File: src/rtl/seq_scan_ctrl.sv
// Serial 4-bit pattern scanner: words are accepted one at a time and shifted out MSB first,
// counting pattern matches per packet; one word per WORD_W+1 cycles, in_ready only while IDLE.
module seq_scan_ctrl #(
  parameter int WORD_W = 8,
  parameter int CNT_W  = 8
) (
  input  logic              clk,
  input  logic              rst_n,
  input  logic              in_valid,
  output logic              in_ready,
  input  logic [WORD_W-1:0] in_data,
  input  logic              in_last,
  input  logic [3:0]        cfg_pattern,
  input  logic              cfg_overlap,
  input  logic              clear,
  output logic              det_pulse,
  output logic [CNT_W-1:0]  match_cnt,
  output logic              done,
  output logic              busy
);

  localparam int BC_W = $clog2(WORD_W + 1);

  typedef enum logic [1:0] {IDLE = 2'd0, SHIFT = 2'd1, DONE = 2'd2} state_t;

  state_t            state_q;
  logic [WORD_W-1:0] sr_q;
  logic              last_q;
  logic [BC_W-1:0]   bitcnt_q;
  logic [3:0]        hist_q;
  logic [2:0]        fill_q;
  logic [3:0]        pat_q;
  logic              ovl_q;
  logic              in_pkt_q;
  logic              det_q;
  logic              done_q;
  logic [CNT_W-1:0]  cnt_q;

  logic [3:0]        hist_d;
  logic [2:0]        fill_d;
  logic              match_d;
  logic [CNT_W-1:0]  cnt_d;

  // Post-shift view of the history, used both for the match test and the update.
  always_comb begin
    hist_d  = {hist_q[2:0], sr_q[WORD_W-1]};
    fill_d  = (fill_q == 3'd4) ? 3'd4 : fill_q + 3'd1;
    match_d = (hist_d == pat_q) && (fill_d == 3'd4);
    cnt_d   = (&cnt_q) ? cnt_q : cnt_q + CNT_W'(1);
  end

  always_ff @(posedge clk or negedge rst_n) begin
    if (!rst_n) begin
      state_q  <= IDLE;
      sr_q     <= '0;
      last_q   <= 1'b0;
      bitcnt_q <= '0;
      hist_q   <= 4'd0;
      fill_q   <= 3'd0;
      pat_q    <= 4'd0;
      ovl_q    <= 1'b0;
      in_pkt_q <= 1'b0;
      det_q    <= 1'b0;
      done_q   <= 1'b0;
      cnt_q    <= '0;
    end else if (clear) begin
      state_q  <= IDLE;
      sr_q     <= '0;
      last_q   <= 1'b0;
      bitcnt_q <= '0;
      hist_q   <= 4'd0;
      fill_q   <= 3'd0;
      in_pkt_q <= 1'b0;
      det_q    <= 1'b0;
      done_q   <= 1'b0;
      cnt_q    <= '0;
    end else begin
      det_q  <= 1'b0;
      done_q <= 1'b0;
      case (state_q)
        IDLE: begin
          if (in_valid) begin
            sr_q     <= in_data;
            last_q   <= in_last;
            bitcnt_q <= BC_W'(WORD_W);
            state_q  <= SHIFT;
            // Configuration is frozen for the whole packet at its first word.
            if (!in_pkt_q) begin
              pat_q    <= cfg_pattern;
              ovl_q    <= cfg_overlap;
              cnt_q    <= '0;
              in_pkt_q <= 1'b1;
            end
          end
        end
        SHIFT: begin
          sr_q     <= sr_q << 1;
          hist_q   <= hist_d;
          bitcnt_q <= bitcnt_q - BC_W'(1);
          if (match_d) begin
            det_q  <= 1'b1;
            cnt_q  <= cnt_d;
            fill_q <= ovl_q ? fill_d : 3'd0;
          end else begin
            fill_q <= fill_d;
          end
          if (bitcnt_q == BC_W'(1)) begin
            if (last_q) begin
              state_q <= DONE;
              done_q  <= 1'b1;
            end else begin
              state_q <= IDLE;
            end
          end
        end
        DONE: begin
          state_q  <= IDLE;
          in_pkt_q <= 1'b0;
          hist_q   <= 4'd0;
          fill_q   <= 3'd0;
        end
        default: state_q <= IDLE;
      endcase
    end
  end

  assign in_ready  = (state_q == IDLE);
  assign det_pulse = det_q;
  assign done      = done_q;
  assign match_cnt = cnt_q;
  assign busy      = in_pkt_q || (state_q != IDLE);

endmodule

File: config.mk
export PLATFORM = sky130hd
export DESIGN_NAME = seq_scan_ctrl
export DESIGN_NICKNAME = d
export VERILOG_FILES = /design/src/rtl/seq_scan_ctrl.sv
export SDC_FILE = /design/constraint.sdc
export NUM_CORES = 1
export LEC_CHECK = 0
export BUFFER_PORTS_ARGS = -buffer_cell sky130_fd_sc_hd__buf_2
export CELL_PAD_IN_SITES_DETAIL_PLACEMENT = 1
export CELL_PAD_IN_SITES_GLOBAL_PLACEMENT = 1
export CORE_MARGIN = 4
export CORE_UTILIZATION = 46
export CTS_BUF_LIST = sky130_fd_sc_hd__clkbuf_8 sky130_fd_sc_hd__clkbuf_16
export CTS_CLUSTER_DIAMETER = 60
export DETAILED_ROUTE_END_ITERATION = 8
export HOLD_SLACK_MARGIN = 0.15
export PLACE_DENSITY = 0.79
export SETUP_SLACK_MARGIN = 0.4
export SLEW_MARGIN = 20
export SYNTH_ARGS = -nofsm -noshare
export SYNTH_HDL_FRONTEND = slang
export SYNTH_SLANG_ARGS = --single-unit
File: constraint.sdc
create_clock -name clk -period 3.5 [get_ports clk]
set_input_delay 0.7 -clock clk [delete_from_list [all_inputs] [get_ports clk]]
set_output_delay 0.7 -clock clk [all_outputs]
set_load 0.005 [all_outputs]
==> results.txt <==
The run finished with clean final reports. The number of different library cells in the post-synthesis netlist is 38. In this run the worst hold path is classified as flip-flop to flip-flop.

Entering global routing, the biggest net connects 38 pins. The floorplan step set the die height to ~72 um. The fraction of registers with async set or reset after synthesis is 100%. Across all register-to-register paths, the minimum setup slack is 1.29 ns. Summing the areas of all compound-gate instances in the mapped netlist gives 15.8% of the synthesized area. The dominant delay contributor by cell family on the critical path is simple AND/OR/NAND/NOR gates. The total setup buffers inserted after CTS came out at 0. The clock passes through at most 2 buffers. Walking the worst path, the cells encountered are inv_1 -> ha_1 -> nor4_4 -> nand3_2 -> or3b_4 -> o31ai_1. The total overflow left after global routing is 0.

Dividing the synthesized area by the synthesized cell count gives 10.3 um^2. The post-synthesis net count is 207. The leakage dissipation is 0.00101 uW.

The endpoint of the worst hold path is sr_q[1]$_DFFE_PN0P_. The number of routed nets with antenna violations came out at 0. The clock-pin slew on the worst setup and hold paths is 0.08 ns. The area growth from synthesis to layout came out at 14.5%. Setup repair after global routing left no endpoint under its margin. The net count reported at finish came out at between 200 and 250. The wire length per cell after detailed routing is 17.2 um. In the routed layout, each cell is associated on average with a via count of around 5.8. Among all stages on the critical path, the largest delay is contributed by sky130_fd_sc_hd__or3b_4. The total length of routed wires came out at 4570 um. The detailed-route DRC error count is 0. The area of the core came out at 0.00400 mm^2. The number of buffers and inverters on the critical path is 1.

The maximum net fanout on the critical path came out at 13. The initial antenna violation count is 0. The part of the Yosys area used for sequential elements came out at 49.0%. The final cell count without fillers is 265. The post-placement cell count is 257. The dominant synthesized flop cell is sky130_fd_sc_hd__dfrtp_1.

In this run the tool buffered the top-level ports with 29 buffer cells. The worst register-to-register path ends at match_cnt[4]$_DFFE_PN0P_. The hold path depth is 2. The mux share of post-synthesis cell area is 7.28%. The share of the cycle needed by the critical path after routing came out at 63.2%. The DRC marker count from the first detailed-route iteration came out at 79.

Power spread over the standard cell area amounts to between 400 and 500 mW/mm^2. The parity-gate share of the synthesized area counting xor and xnor cells came out at 1.85%. TritonCTS created 5 clock buffers.

The half-perimeter wire length after detailed placement is 3330 um. The cell area after synthesis is 0.00189 mm^2. The cell type contributing the most total cell area after synthesis is sky130_fd_sc_hd__dfrtp_1.

The simple-gate share of the synthesized area is between 10% and 20%. The share of post-route cells with drive strength above 1 came out at 24.2%. The measured slew at the worst slew-check pin is 0.939 ns. The number of instances in the synthesized netlist came out at 184.

The start point of the worst hold path is sr_q[1]$_DFFE_PN0P_. The width of the die came out at 72.1 um. In this run the number of H-tree levels came out at 2. STA classifies the critical path endpoint as a flip-flop. The insertion delay to the later sink of the worst-skew pair is 0.29 ns. By area, the combinational part of the netlist is dominated by simple AND/OR/NAND/NOR gates. The final max-slew violation count came to 0. The worst register-to-register path begins at fill_q[0]$_DFFE_PN0P_. The effective utilization at floorplan came out at 47.2%. TritonCTS built the clock tree. The via count of the first global-routing pass is 1650.

The longest individual stage delay on the worst path came out at 0.48 ns. The worst clock skew is about 0.011 ns. The worst reg-to-reg path cell count is 6. The final number of hold-violating endpoints came to 0. The maximum clock frequency came out at roughly 450 MHz.

The via count of the routed design is 1532. The count of yosys warnings during synthesis is 0. The first global-routing pass estimated 7920 um of wire.

The synthesized-area fraction occupied by adder cells is 3.31%. The data required time of the critical path came out at 3.69 ns. The final critical path time including I/O delays and setup is 2.21 ns. The floorplan die area is 0.00520 mm^2. The number of antenna diodes in the final layout is 0. Yosys attributes the largest share of cell area to sky130_fd_sc_hd__dfrtp_1, sky130_fd_sc_hd__nand2_1, sky130_fd_sc_hd__mux2i_1, sky130_fd_sc_hd__mux2_2, sky130_fd_sc_hd__ha_1.

The first-pass iteration count of the detailed router came out at 4. STA classifies the critical path startpoint as a flip-flop. Measured against its own limit, the worst slew margin works out to 37.2%. In the final timing run, aggregate negative setup slack is 0 ns. The maximum VDD drop is 250 uV. The flip-flop and latch count after synthesis came out at 37.

During I/O placement, the number of pins put on the boundary was 30. The data arrival at the endpoint of the critical path is 2.40 ns. The quantity of hold-fixing buffers added after cts is 0. The number of maximum-capacitance constraint violations is 0. The floorplan has 23 rows. Setup violations remaining at the end of the flow were counted as 0. On the final layout, the worst hold slack is a little under 0.5 ns. In this run the clock root is driven by a sky130_fd_sc_hd__clkbuf_8.

The count of flip-flops with a built-in enable after synthesis came out at 0. The critical path in this run is classified as flip-flop to flip-flop. The number of clock sinks seen by CTS came out at 37. Post-CTS repair changed the size of 0 cells. The routability congestion estimate from global placement came out at 0.892.

In the global route stage, overall resource usage came out at 19.6%. The top cell type's share of synthesized area came out at between 40% and 50%.
## worst min-delay path, stage by stage (launching register included)
cell and delay, ns:
sky130_fd_sc_hd__dfrtp_1 0.34, sky130_fd_sc_hd__nand2_1 0.05, sky130_fd_sc_hd__o31ai_1 0.06
## per-layer routing
layer	wire length, um	vias to the layer above	global-route usage [%]
li1	-	722	-
met1	1920	772	23.1
met2	2390	30	34.5
met3	200	8	4.43
met4	59	0	7.31
met5	0	-	0
## stage by stage
| stage | total power [uW] | util, % | setup WS, ns | area (um^2) |
|---|---|---|---|---|
| after floorplan | 578 | - | 1.66 | 1890 |
| after global placement | 616 | 51.5 | 1.43 | 2060 |
| after detailed placement | 626 | 51.5 | 1.20 | 2060 |
| after CTS | 959 | 54.1 | 1.28 | 2160 |
| after global routing | 1000 | 54.1 | 1.19 | 2160 |
| final | 948 | 54.1 | 1.29 | 2160 |
## cell type report
type | count | area (um^2)
timing repair buffer | 31 | 160
sequential | 37 | 926
clock inverter | 1 | 5.00
fill | 454 | 1840
tap | 50 | 62.6
clock buffer | 7 | 96.3
inverter | 9 | 33.8
multi-input combinational | 130 | 880
## power by group
part,internal (uW),leakage [uW],switching (uW)
Sequential,458,0.000493,25.6
Combinational,58.5,0.000467,74.6
Clock,178,0.0000542,154
Total,695,0.00101,254
## how the worst max path moves through the flow
stage / from / end / slack (ns) / depth (start not counted)
4_1_cts: fill_q[0]$_DFFE_PN0P_ / match_cnt[4]$_DFFE_PN0P_ / 1.28 / 6
3_3_place_gp: fill_q[0]$_DFFE_PN0P_ / match_cnt[4]$_DFFE_PN0P_ / 1.43 / 6
6_report: fill_q[0]$_DFFE_PN0P_ / match_cnt[4]$_DFFE_PN0P_ / 1.29 / 6
2_1_floorplan: in_valid / match_cnt[5]$_DFFE_PN0P_ / 1.66 / 6
5_1_grt: fill_q[1]$_DFFE_PN0P_ / match_cnt[2]$_DFFE_PN0P_ / 1.19 / 7
3_5_place_dp: in_valid / bitcnt_q[3]$_DFFE_PN0P_ / 1.20 / 6
## placed cells by master (no fill, tap or decap), types with 2 or more instances in the layout
cell / n
sky130_fd_sc_hd__inv_1: 9
sky130_fd_sc_hd__xor2_1: 4
sky130_fd_sc_hd__mux2_2: 6
sky130_fd_sc_hd__a2bb2oi_1: 2
sky130_fd_sc_hd__a22o_1: 4
sky130_fd_sc_hd__nand3_1: 6
sky130_fd_sc_hd__o31ai_1: 8
sky130_fd_sc_hd__o41ai_1: 2
sky130_fd_sc_hd__and3_1: 2
sky130_fd_sc_hd__a21oi_1: 8
sky130_fd_sc_hd__mux2i_1: 7
sky130_fd_sc_hd__and3_2: 2
sky130_fd_sc_hd__dfrtp_1: 37
sky130_fd_sc_hd__nor3b_1: 2
sky130_fd_sc_hd__nor2b_1: 2
sky130_fd_sc_hd__or3_1: 2
sky130_fd_sc_hd__o311ai_1: 4
sky130_fd_sc_hd__nand2_1: 21
sky130_fd_sc_hd__nor3_1: 7
sky130_fd_sc_hd__nor2_1: 11
sky130_fd_sc_hd__clkbuf_8: 7
sky130_fd_sc_hd__ha_1: 5
sky130_fd_sc_hd__buf_2: 29
sky130_fd_sc_hd__o21ai_0: 12
sky130_fd_sc_hd__buf_4: 2
## flip-flops by register name, summed over array words and instances, names as in the netlist
signal / flops
match_cnt: 8
sr_q: 8
bitcnt_q: 4
pat_q: 4
fill_q: 3
hist_q: 3
state_q: 2
det_pulse: 1
done: 1
in_pkt_q: 1
last_q: 1
ovl_q: 1
## synthesized netlist by cell type, types with 4 or more instances
master and count:
sky130_fd_sc_hd__o311ai_1 4, sky130_fd_sc_hd__a21oi_1 8, sky130_fd_sc_hd__mux2i_1 7, sky130_fd_sc_hd__o31ai_1 8, sky130_fd_sc_hd__mux2_2 6, sky130_fd_sc_hd__nand2_1 21, sky130_fd_sc_hd__nor2_1 11, sky130_fd_sc_hd__o21ai_0 12
sky130_fd_sc_hd__xor2_1 4, sky130_fd_sc_hd__ha_1 5, sky130_fd_sc_hd__inv_1 9, sky130_fd_sc_hd__dfrtp_1 37, sky130_fd_sc_hd__clkbuf_1 5, sky130_fd_sc_hd__nand3_1 6, sky130_fd_sc_hd__a22o_1 4, sky130_fd_sc_hd__nor3_1 7
## logic make-up after synthesis
logic type,after synthesis
buffers and inverters,17
adders and majority gates,5
xor gates and xnor gates,4
muxes,13
AOI/OAI and AO/OA,44
DFF,37
and+or+nand+nor,64
No activity file was read; power rests on OpenSTA's default activity.
